==> config.mk <==
export PLATFORM = sky130hd
export DESIGN_NAME = branch_resolution_unit
export DESIGN_NICKNAME = d
export VERILOG_FILES = /design/src/rtl/branch_resolution_unit.sv
export SDC_FILE = /design/constraint.sdc
export NUM_CORES = 1
export LEC_CHECK = 0
export ABC_AREA = 1
export CAP_MARGIN = 0
export CORE_MARGIN = 4
export CORE_UTILIZATION = 30
export DETAILED_ROUTE_END_ITERATION = 6
export GPL_TIMING_DRIVEN = 0
export SLEW_MARGIN = 15
export SYNTH_ARGS = -nofsm -noshare
export SYNTH_HDL_FRONTEND = slang
export SYNTH_SLANG_ARGS = --single-unit
==> constraint.sdc <==
create_clock -name clk -period 7.9 [get_ports clk]
set_input_delay 1.185 -clock clk [delete_from_list [all_inputs] [get_ports clk]]
set_output_delay 1.185 -clock clk [all_outputs]
set_load 0.02 [all_outputs]
==> src/rtl/branch_resolution_unit.sv <==
// Two-wide branch resolution: tracks in-flight predictions in an in-order queue,
// trains the predictor on resolution and runs a two-cycle flush on a mispredict.
module branch_resolution_unit #(
  parameter int DATA_W = 8
) (
  input  logic              clk,
  input  logic              reset,
  input  logic              fb1,
  input  logic              fb2,
  input  logic              fpred1,
  input  logic              fpred2,
  input  logic [DATA_W-1:0] fpc1,
  input  logic [DATA_W-1:0] fpc2,
  input  logic              fstall,
  input  logic              eb1,
  input  logic              eb2,
  input  logic              etaken1,
  input  logic              etaken2,
  input  logic [DATA_W-1:0] epc1,
  input  logic [DATA_W-1:0] epc2,
  input  logic [DATA_W-1:0] etgt1,
  input  logic [DATA_W-1:0] etgt2,
  output logic              upd_br1,
  output logic              upd_br2,
  output logic              upd_taken1,
  output logic              upd_taken2,
  output logic [DATA_W-1:0] upd_pc1,
  output logic [DATA_W-1:0] upd_pc2,
  output logic              flush,
  output logic [DATA_W-1:0] redirect_pc,
  output logic              q_full,
  output logic              ovf_err,
  output logic              unf_err,
  output logic [15:0]       br_count,
  output logic [15:0]       mp_count
);

  typedef enum logic [1:0] {IDLE, FLUSH1, FLUSH2} state_t;

  state_t state, state_nxt;

  logic [DATA_W-1:0] q_pc   [8];
  logic              q_pred [8];
  logic [2:0]        head, tail;
  logic [3:0]        count;

  logic              idle, fetch_ok;
  logic [3:0]        free;
  logic              push1, push2, drop;
  logic              res1, res2, avail1, avail2, pop1, pop2;
  logic              pred1, pred2, mp1, mp2, mispredict, underflow;
  logic [2:0]        idx2;
  logic [1:0]        npush, npop, nres;
  logic [DATA_W-1:0] tgt;

  function automatic logic [15:0] sat_add16(input logic [15:0] a, input logic [1:0] b);
    logic [16:0] s;
    s = {1'b0, a} + {15'd0, b};
    return s[16] ? 16'hFFFF : s[15:0];
  endfunction

  function automatic logic [DATA_W-1:0] mp_target(input logic taken,
                                                  input logic [DATA_W-1:0] pc,
                                                  input logic [DATA_W-1:0] tg);
    return taken ? tg : pc + 1'b1;
  endfunction

  always_comb begin
    idle     = (state == IDLE);
    fetch_ok = idle && !fstall;
    free     = 4'd8 - count;
    push1    = fetch_ok && fb1 && (free != 4'd0);
    push2    = fetch_ok && fb2 && (push1 ? (free >= 4'd2) : (free != 4'd0));
    drop     = fetch_ok && ((fb1 && !push1) || (fb2 && !push2));

    // Resolution only sees entries present at the start of the cycle
    res1     = idle && eb1;
    avail1   = (count != 4'd0);
    pop1     = res1 && avail1;
    pred1    = avail1 ? q_pred[head] : 1'b0;
    mp1      = res1 && (pred1 != etaken1);

    res2     = idle && eb2 && !mp1;
    idx2     = eb1 ? head + 3'd1 : head;
    avail2   = eb1 ? (count >= 4'd2) : (count != 4'd0);
    pop2     = res2 && avail2;
    pred2    = avail2 ? q_pred[idx2] : 1'b0;
    mp2      = res2 && (pred2 != etaken2);

    mispredict = mp1 || mp2;
    underflow  = (res1 && !avail1) || (res2 && !avail2);
    tgt        = mp1 ? mp_target(etaken1, epc1, etgt1) : mp_target(etaken2, epc2, etgt2);

    npush = {1'b0, push1} + {1'b0, push2};
    npop  = {1'b0, pop1} + {1'b0, pop2};
    nres  = {1'b0, res1} + {1'b0, res2};
  end

  always_comb begin
    state_nxt = state;
    case (state)
      IDLE:    if (mispredict) state_nxt = FLUSH1;
      FLUSH1:  state_nxt = FLUSH2;
      FLUSH2:  state_nxt = IDLE;
      default: state_nxt = IDLE;
    endcase
  end

  always_ff @(posedge clk or negedge reset) begin
    if (!reset) state <= IDLE;
    else        state <= state_nxt;
  end

  // Queue pointers; a mispredict drops everything still in flight
  always_ff @(posedge clk or negedge reset) begin
    if (!reset) begin
      head  <= 3'd0;
      tail  <= 3'd0;
      count <= 4'd0;
    end else if (mispredict) begin
      head  <= 3'd0;
      tail  <= 3'd0;
      count <= 4'd0;
    end else begin
      head  <= head + {1'b0, npop};
      tail  <= tail + {1'b0, npush};
      count <= count + {2'd0, npush} - {2'd0, npop};
    end
  end

  always_ff @(posedge clk) begin
    if (push1) begin
      q_pc[tail]   <= fpc1;
      q_pred[tail] <= fpred1;
    end
    if (push2) begin
      q_pc[tail + {2'd0, push1}]   <= fpc2;
      q_pred[tail + {2'd0, push1}] <= fpred2;
    end
  end

  // Training stage, counters, sticky errors and redirect address
  always_ff @(posedge clk or negedge reset) begin
    if (!reset) begin
      upd_br1     <= 1'b0;
      upd_br2     <= 1'b0;
      upd_taken1  <= 1'b0;
      upd_taken2  <= 1'b0;
      upd_pc1     <= '0;
      upd_pc2     <= '0;
      redirect_pc <= '0;
      ovf_err     <= 1'b0;
      unf_err     <= 1'b0;
      br_count    <= 16'd0;
      mp_count    <= 16'd0;
    end else begin
      upd_br1    <= res1;
      upd_br2    <= res2;
      upd_taken1 <= res1 ? etaken1 : 1'b0;
      upd_taken2 <= res2 ? etaken2 : 1'b0;
      upd_pc1    <= res1 ? epc1 : '0;
      upd_pc2    <= res2 ? epc2 : '0;
      if (mispredict) redirect_pc <= tgt;
      if (drop)       ovf_err <= 1'b1;
      if (underflow)  unf_err <= 1'b1;
      br_count <= sat_add16(br_count, nres);
      mp_count <= sat_add16(mp_count, {1'b0, mispredict});
    end
  end

  assign flush  = (state != IDLE);
  assign q_full = (count >= 4'd7);

endmodule

==> impl_metrics.py, run 1 <==
metrics = {
    "status": {
        "run_status": "complete, no violations",
    },
    "logic_synthesis": {
        "synth_area_um2": 4940,
        "yosysWarnings": 0,
        "ys_ff_latch": 82,
        "synthMuxAreaShare": 0,
        "syn_inst": 634,
        "synth-xor-area-share": 0.0337,
        "synthArstFlopShare": 0.902,
        "synth-simple-area-share": 0.333,
        "synthAdderAreaFrac": 0.0734,
        "synth-compound-area-share": 0.0496,
        "ys_seq_area_frac": 0.423,
        "synth_edf_count": 8,
        "ys.flop_type": "dfrtp_1",
        "synth_top_family_by_area": "simple AND/OR/NAND/NOR gates",
        "synth_cell_types": 39,
        "syn_avg_cell_area_um2": 7.80,
        "synth_fp_nets": 719,
    },
    "detailed_routing": {
        "wl_met2_um": 5730,
        "post_drt_via_cell_ratio": 4.49,
        "drcViolationCount": 0,
        "wirelength_met1_um": 5830,
        "final_antenna_net_count": 0,
        "dr.first_iter.drc_count": 218,
        "highest_layer": "met4",
        "vias": 4354,
        "wl_met3_um": 503,
        "drt-total-wl_um": 12200,
        "dr.pass1.iters": 4,
        "wire_per_inst_um": 12.6,
    },
    "floorplanning": {
        "initial_core_util": 0.309,
        "die_w_um": 136,
        "coreArea_um2": 16000,
        "rows": 46,
        "ios": 123,
        "die_area_um2": 18600,
        "die_y_um": 136,
    },
    "cells_and_area": {
        "syn_to_final_growth_pct": 33.0,
        "fin_area_um2": 6570,
        "num_antenna_cells": 0,
        "nNetsFinal": 834,
        "fillers": 1679,
        "layout-drive-gt1-share": 0.0690,
    },
    "clocking": {
        "cts-root-buf": "clkbuf_16",
        "clk_latency_ns": 0.35,
        "post-cts-setup-buffers": 0,
        "ctsResizeCount": 0,
        "cts-htree-levels": 3,
        "cts_num_sinks": 82,
        "cts_buffers": 9,
        "clock_path_buffers": 2,
        "clkTransAtPathRegs_ns": 0.07,
        "holdBufCountCts": 0,
        "cts_tree": "built",
    },
    "power_and_ir_drop": {
        "power_density_nw_per_um2": 320,
        "ir_drop_v": 0.000232,
        "finalPower_uw": 2100,
        "leakage_uw": 0.00319,
    },
    "worst_setup_path": {
        "cp_data_arrival_time_ns": 4.89,
        "crit_type": "input port to flop",
        "start_kind": "input port",
        "crit_required_ns": 8.18,
        "crit_path_end_kind": "flop",
        "path_cells": "clkdlybuf4s50_1 > inv_2 > o21ai_1 > nand3_1 > nand3_1 > nand2_1 > nand3_1 > nand3_4 > nand2_4 > buf_12 > ha_1 > ha_1 > nand2_1 > nor3_1 > nand3_1 > nor2_1 > nand2_1 > clkbuf_1 > nand3_1",
        "cp_max_fo": 10,
        "cpPeakStageDelay_ns": 0.66,
        "crit_top_cell": "nand3_1",
        "slowest_stage": "clkdlybuf4s50_1",
    },
    "sta": {
        "worst_pin_slew_ns": 0.501,
        "timing.hold.ws_ns": 0.422,
        "hold_viol": 0,
        "post-route-period-util": 0.585,
        "period_needed_ns": 4.62,
        "finalSetupTns_ns": 0,
        "final_max_slew_viol_count": 0,
        "fmax_mhz": 217,
        "relSlewSlack": 0.666,
        "rsz0062_at_grt": "false",
        "setup_viol": 0,
        "clock-skew-final_ns": 0.00615,
    },
    "global_route": {
        "grt_max_degree": 56,
        "grt_overflow": 0,
        "grt_pass1_wl_um": 20400,
        "antenna_found_initial": 0,
        "grt_pass1_vias": 4189,
        "track_usage": 0.137,
    },
    "placement": {
        "place.gp.congestion": 0.839,
        "hpwl_um": 9620,
        "port_buffers": 103,
        "placed_cell_area_um2": 6270,
    },
    "run": {
        "maxCapViolCount": 0,
    },
    "hold_path": {
        "hold_class": "flop to flop",
    },
}
layout make-up:
cell class	instances	area [µm²]	area share
multi-input combinational	444	2420	0.368
sequential	82	2090	0.318
timing repair buffer	104	1060	0.161
inverter	96	360	0.0548
tap	216	270	0.0411
clock buffer	9	225	0.0343
clock inverter	7	77.6	0.0118
buffer	12	71.3	0.0109
Yosys cell counts, drive strengths merged, types with 2 or more instances:
cell	number	share of area
nand4	15	0.020
dfrtp	74	0.37
or2	9	0.011
xnor2	5	0.0089
fa	5	0.020
inv	95	0.072
clkbuf	6	0.0046
edfxtp	8	0.049
ha	21	0.053
a21oi	8	0.0081
nor3	11	0.012
nand3	85	0.091
nor4	2	0.0025
buf	6	0.0099
a31oi	3	0.0038
nand2	174	0.14
xor2	14	0.025
o211ai	3	0.0046
o21ai	28	0.028
nor2	57	0.057
report_power, final:
part / internal (µW) / switching (µW) / leakage, µW / total, µW
Sequential: 537 / 81.0 / 0.00101 / 618
Combinational: 439 / 613 / 0.00204 / 1050
Clock: 248 / 185 / 0.000146 / 433
worst paths after layout:
kind                          start            to  slack [ns]  cells after the start
setup / recovery                eb1  mp_count[13]        3.28                     19
hold reg to reg            state[1]      state[1]        0.42                      1
setup reg to reg           count[1]   br_count[6]        3.89                     18
max in group asynchronous     reset    upd_pc1[1]        6.60                      2
min in group asynchronous     reset   mp_count[8]        0.72                      1
hold / removal             state[1]      state[1]        0.42                      1
registers in the layout, summed over array words and instances, names as in the netlist:
register	count
upd_br2	1
br_count	16
tail	3
redirect_pc	8
q_pred	8
mp_count	16
upd_taken1	1
unf_err	1
state	2
ovf_err	1
upd_pc1	8
upd_br1	1
head	3
count	4
upd_taken2	1
upd_pc2	8
kinds of logic (layout without fill, tap and decap cells):
family / Yosys count / count (layout)
simple gates: 354 / 354
buf+inv: 108 / 228
flops: 82 / 82
compound gates: 45 / 45
fa+ha+maj: 26 / 26
xor+xnor: 19 / 19
worst max-delay path, delay by kind of cell:
family | cells | cell delay (ns)
AOI/OAI and AO/OA | 1 | 0.25
adders and majority gates | 2 | 0.35
buffers and inverters | 4 | 1.24
and+or+nand+nor | 12 | 1.85
per-stage QoR:
| step | cells | setup slack, ns | utilization |
|---|---|---|---|
| 4_1_cts | 970 | 3.18 | 0.411 |
| 6_report | 970 | 3.28 | 0.411 |
| 3_3_place_gp | 953 | 2.79 | 0.390 |
| 2_1_floorplan | 634 | 4.20 | - |
| 3_5_place_dp | 954 | 2.83 | 0.392 |
| 5_1_grt | 970 | 2.69 | 0.411 |
layout by cell type, fill, tap and decap left out, types with 3 or more instances in the layout:
cell type,Yosys,final
buf_4,2,3
o21ai_0,26,26
or2_2,7,7
clkbuf_1,6,6
clkbuf_16,0,9
nor2_1,48,48
nor2_4,9,9
clkdlybuf4s50_1,0,102
inv_1,93,93
ha_1,21,21
dfrtp_1,74,74
nand3_1,82,82
edfxtp_1,8,8
nand2_1,168,168
a31oi_1,3,3
o211ai_1,3,3
a21oi_1,8,8
nor3_1,10,10
xor2_1,14,14
nand4_1,14,14
fa_1,5,5
xnor2_1,5,5
nand2_2,4,4
metal layers:
metal | GRT usage | vias up
met3 | 0.0255 | 14
li1 | - | 2259
met4 | 0.0454 | 0
met1 | 0.187 | 2000
met2 | 0.218 | 81
met5 | 0 | -
(Power assumes the default switching activity.)
==> inputs of run 2 (changes only) <==
Clock period 7.9 ns to 4.5 ns, I/O delays scaled along.
==> run 2 against run 1 <==
Power rose by 76%. Sequential power up 75%. Critical path depth shrank 1. Worst setup slack got worse by 2.7 ns. Via count increased by 0.18%. First-iteration DRC count fell by 7.3%. Highest routed layer unchanged.
==> impl_metrics.py, run 2 (synthesis gave the netlist of run 1 again) <==
metrics = {
    "worst_setup_path": {
        "cp_max_fo": 10,
        "cp.buffers_inverters": 5,
        "crit_type": "flop to flop",
        "path_cells": "inv_1 > ha_1 > nand2_1 > nand4_2 > nand3_2 > nand2_1 > buf_2 > fa_1 > inv_1 > ha_1 > nand2_1 > nor2_1 > inv_1 > nor4_2 > nand2_1 > inv_1 > nand2_1 > o21ai_0",
        "cp_data_arrival_time_ns": 4.14,
        "crit_family": "simple AND/OR/NAND/NOR gates",
        "reg2reg_slack_ns": 0.62,
        "start_kind": "flop",
        "slowest_stage": "dfrtp_1",
        "rr_endpoint": "br_count[6]",
        "crit_required_ns": 4.76,
        "crit_top_cell": "nand2_1",
        "regToRegStartpoint": "count[1]",
        "crit_path_end_kind": "flop",
        "cpPeakStageDelay_ns": 0.40,
        "r2r_cells": 18,
    },
    "placement": {
        "place.gp.congestion": 0.839,
        "place_inst": 954,
        "placed_cell_area_um2": 6270,
        "port_buffers": 103,
        "pre_cts_ws_ns": -0.0639,
        "hpwl_um": 9620,
    },
    "sta": {
        "post-route-period-util": 0.862,
        "period_needed_ns": 3.88,
        "final_max_slew_viol_count": 0,
        "rsz0062_at_grt": "false",
        "worst_slack_ns": 0.621,
        "timing.hold.ws_ns": 0.214,
        "hold_viol": 0,
        "fmax_mhz": 258,
        "worst_pin_slew_ns": 0.494,
        "setup_viol": 0,
        "clock-skew-final_ns": 0.00608,
        "relSlewSlack": 0.670,
    },
    "detailed_routing": {
        "drt-total-wl_um": 12200,
        "vias": 4362,
        "wire_per_inst_um": 12.6,
        "drcViolationCount": 0,
        "post_drt_via_cell_ratio": 4.50,
        "dr.pass1.iters": 4,
        "final_antenna_net_count": 0,
        "dr.first_iter.drc_count": 202,
    },
    "floorplanning": {
        "ios": 123,
        "die_y_um": 136,
        "die_area_um2": 18600,
        "coreArea_um2": 16000,
        "rows": 46,
        "initial_core_util": 0.309,
        "die_w_um": 136,
    },
    "power_and_ir_drop": {
        "combPwrFrac": 0.501,
        "seq_power_share": 0.294,
        "swShare": 0.418,
        "power_density_nw_per_um2": 561,
        "ir_drop_v": 0.000408,
        "clkPwrFrac": 0.206,
        "p_int_uw": 2150,
        "leakage_uw": 0.00320,
        "finalPower_uw": 3690,
        "p_switching_uw": 1540,
    },
    "cells_and_area": {
        "regArea_um2": 2090,
        "layout-drive-gt1-share": 0.0716,
        "multi_input_area_um2": 2430,
        "fillers": 1679,
        "fin_area_um2": 6580,
        "stdcell_count": 970,
        "nNetsFinal": 834,
        "final_common_cell": "nand2_1",
        "num_antenna_cells": 0,
        "layout_common_cells": "168 x nand2_1, 101 x clkdlybuf4s50_1, 93 x inv_1",
        "syn_to_final_growth_pct": 33.2,
        "reg_top3": "br_count: 16 flops, mp_count: 16 flops",
    },
    "clocking": {
        "cts_buffers": 9,
        "cts-root-buf": "clkbuf_16",
        "post-cts-setup-buffers": 0,
        "cts_tree": "built",
        "cts_num_sinks": 82,
        "clock_path_buffers": 2,
        "clkTransAtPathRegs_ns": 0.07,
        "clk_latency_ns": 0.35,
        "cts-htree-levels": 3,
    },
    "global_route": {
        "grt_max_degree": 56,
        "grt_busiest_layer": "met2",
        "use_met2": 0.218,
        "grt_overflow": 0,
        "antenna_found_initial": 0,
        "use_met1": 0.187,
        "track_usage": 0.137,
        "grt_pass1_wl_um": 20400,
        "grt_pass1_vias": 4189,
        "grt.met3_usage": 0.0255,
    },
    "run": {
        "maxCapViolCount": 0,
    },
    "status": {
        "run_status": "complete, no violations",
    },
    "hold_path": {
        "hold_class": "input port to async pin",
    },
}
[run 2: final cells by class]
cell class | instances | area share
Sequential cell | 82 | 0.318
Timing Repair Buffer | 104 | 0.161
Clock inverter | 7 | 0.0118
Clock buffer | 9 | 0.0342
Multi-Input combinational cell | 444 | 0.369
Inverter | 96 | 0.0547
Buffer | 12 | 0.0108
Tap cell | 216 | 0.0411
[run 2: worst max path at each step]
stage                     depth (start not counted)     start      endpoint
after floorplan                                  19  count[1]  br_count[14]
after global placement                            1     reset  br_count[10]
after detailed placement                         19       eb1  mp_count[11]
after CTS                                        19       eb1  mp_count[13]
after global routing                             18  count[1]   br_count[6]
final                                            18  count[1]   br_count[6]
[run 2: metal layers]
metal	vias up	routed length, µm
met2	83	5730
met5	-	0
met4	0	138
met3	14	508
li1	2259	-
met1	2006	5850
[run 2: what timing repair did]
item,4_1_cts,5_1_grt
gates resized for setup,0,3
hold buffers,0,0
setup endpoints to repair,0,12
[run 2: power by group through the flow]
stage	registers (µW)	clock network [µW]	logic [µW]
2_1_floorplan	1230	0	1130
3_3_place_gp	1100	0	1850
3_5_place_dp	1100	0	1860
4_1_cts	1090	783	1880
5_1_grt	1110	813	2100
6_report	1080	759	1850
[run 2: metrics by stage]
step | TNS, ns | utilization
6_report | 0 | 0.411
5_1_grt | 0 | 0.411
4_1_cts | 0 | 0.411
3_5_place_dp | -0.387 | 0.392
3_3_place_gp | -7.15 | 0.390
2_1_floorplan | 0 | -
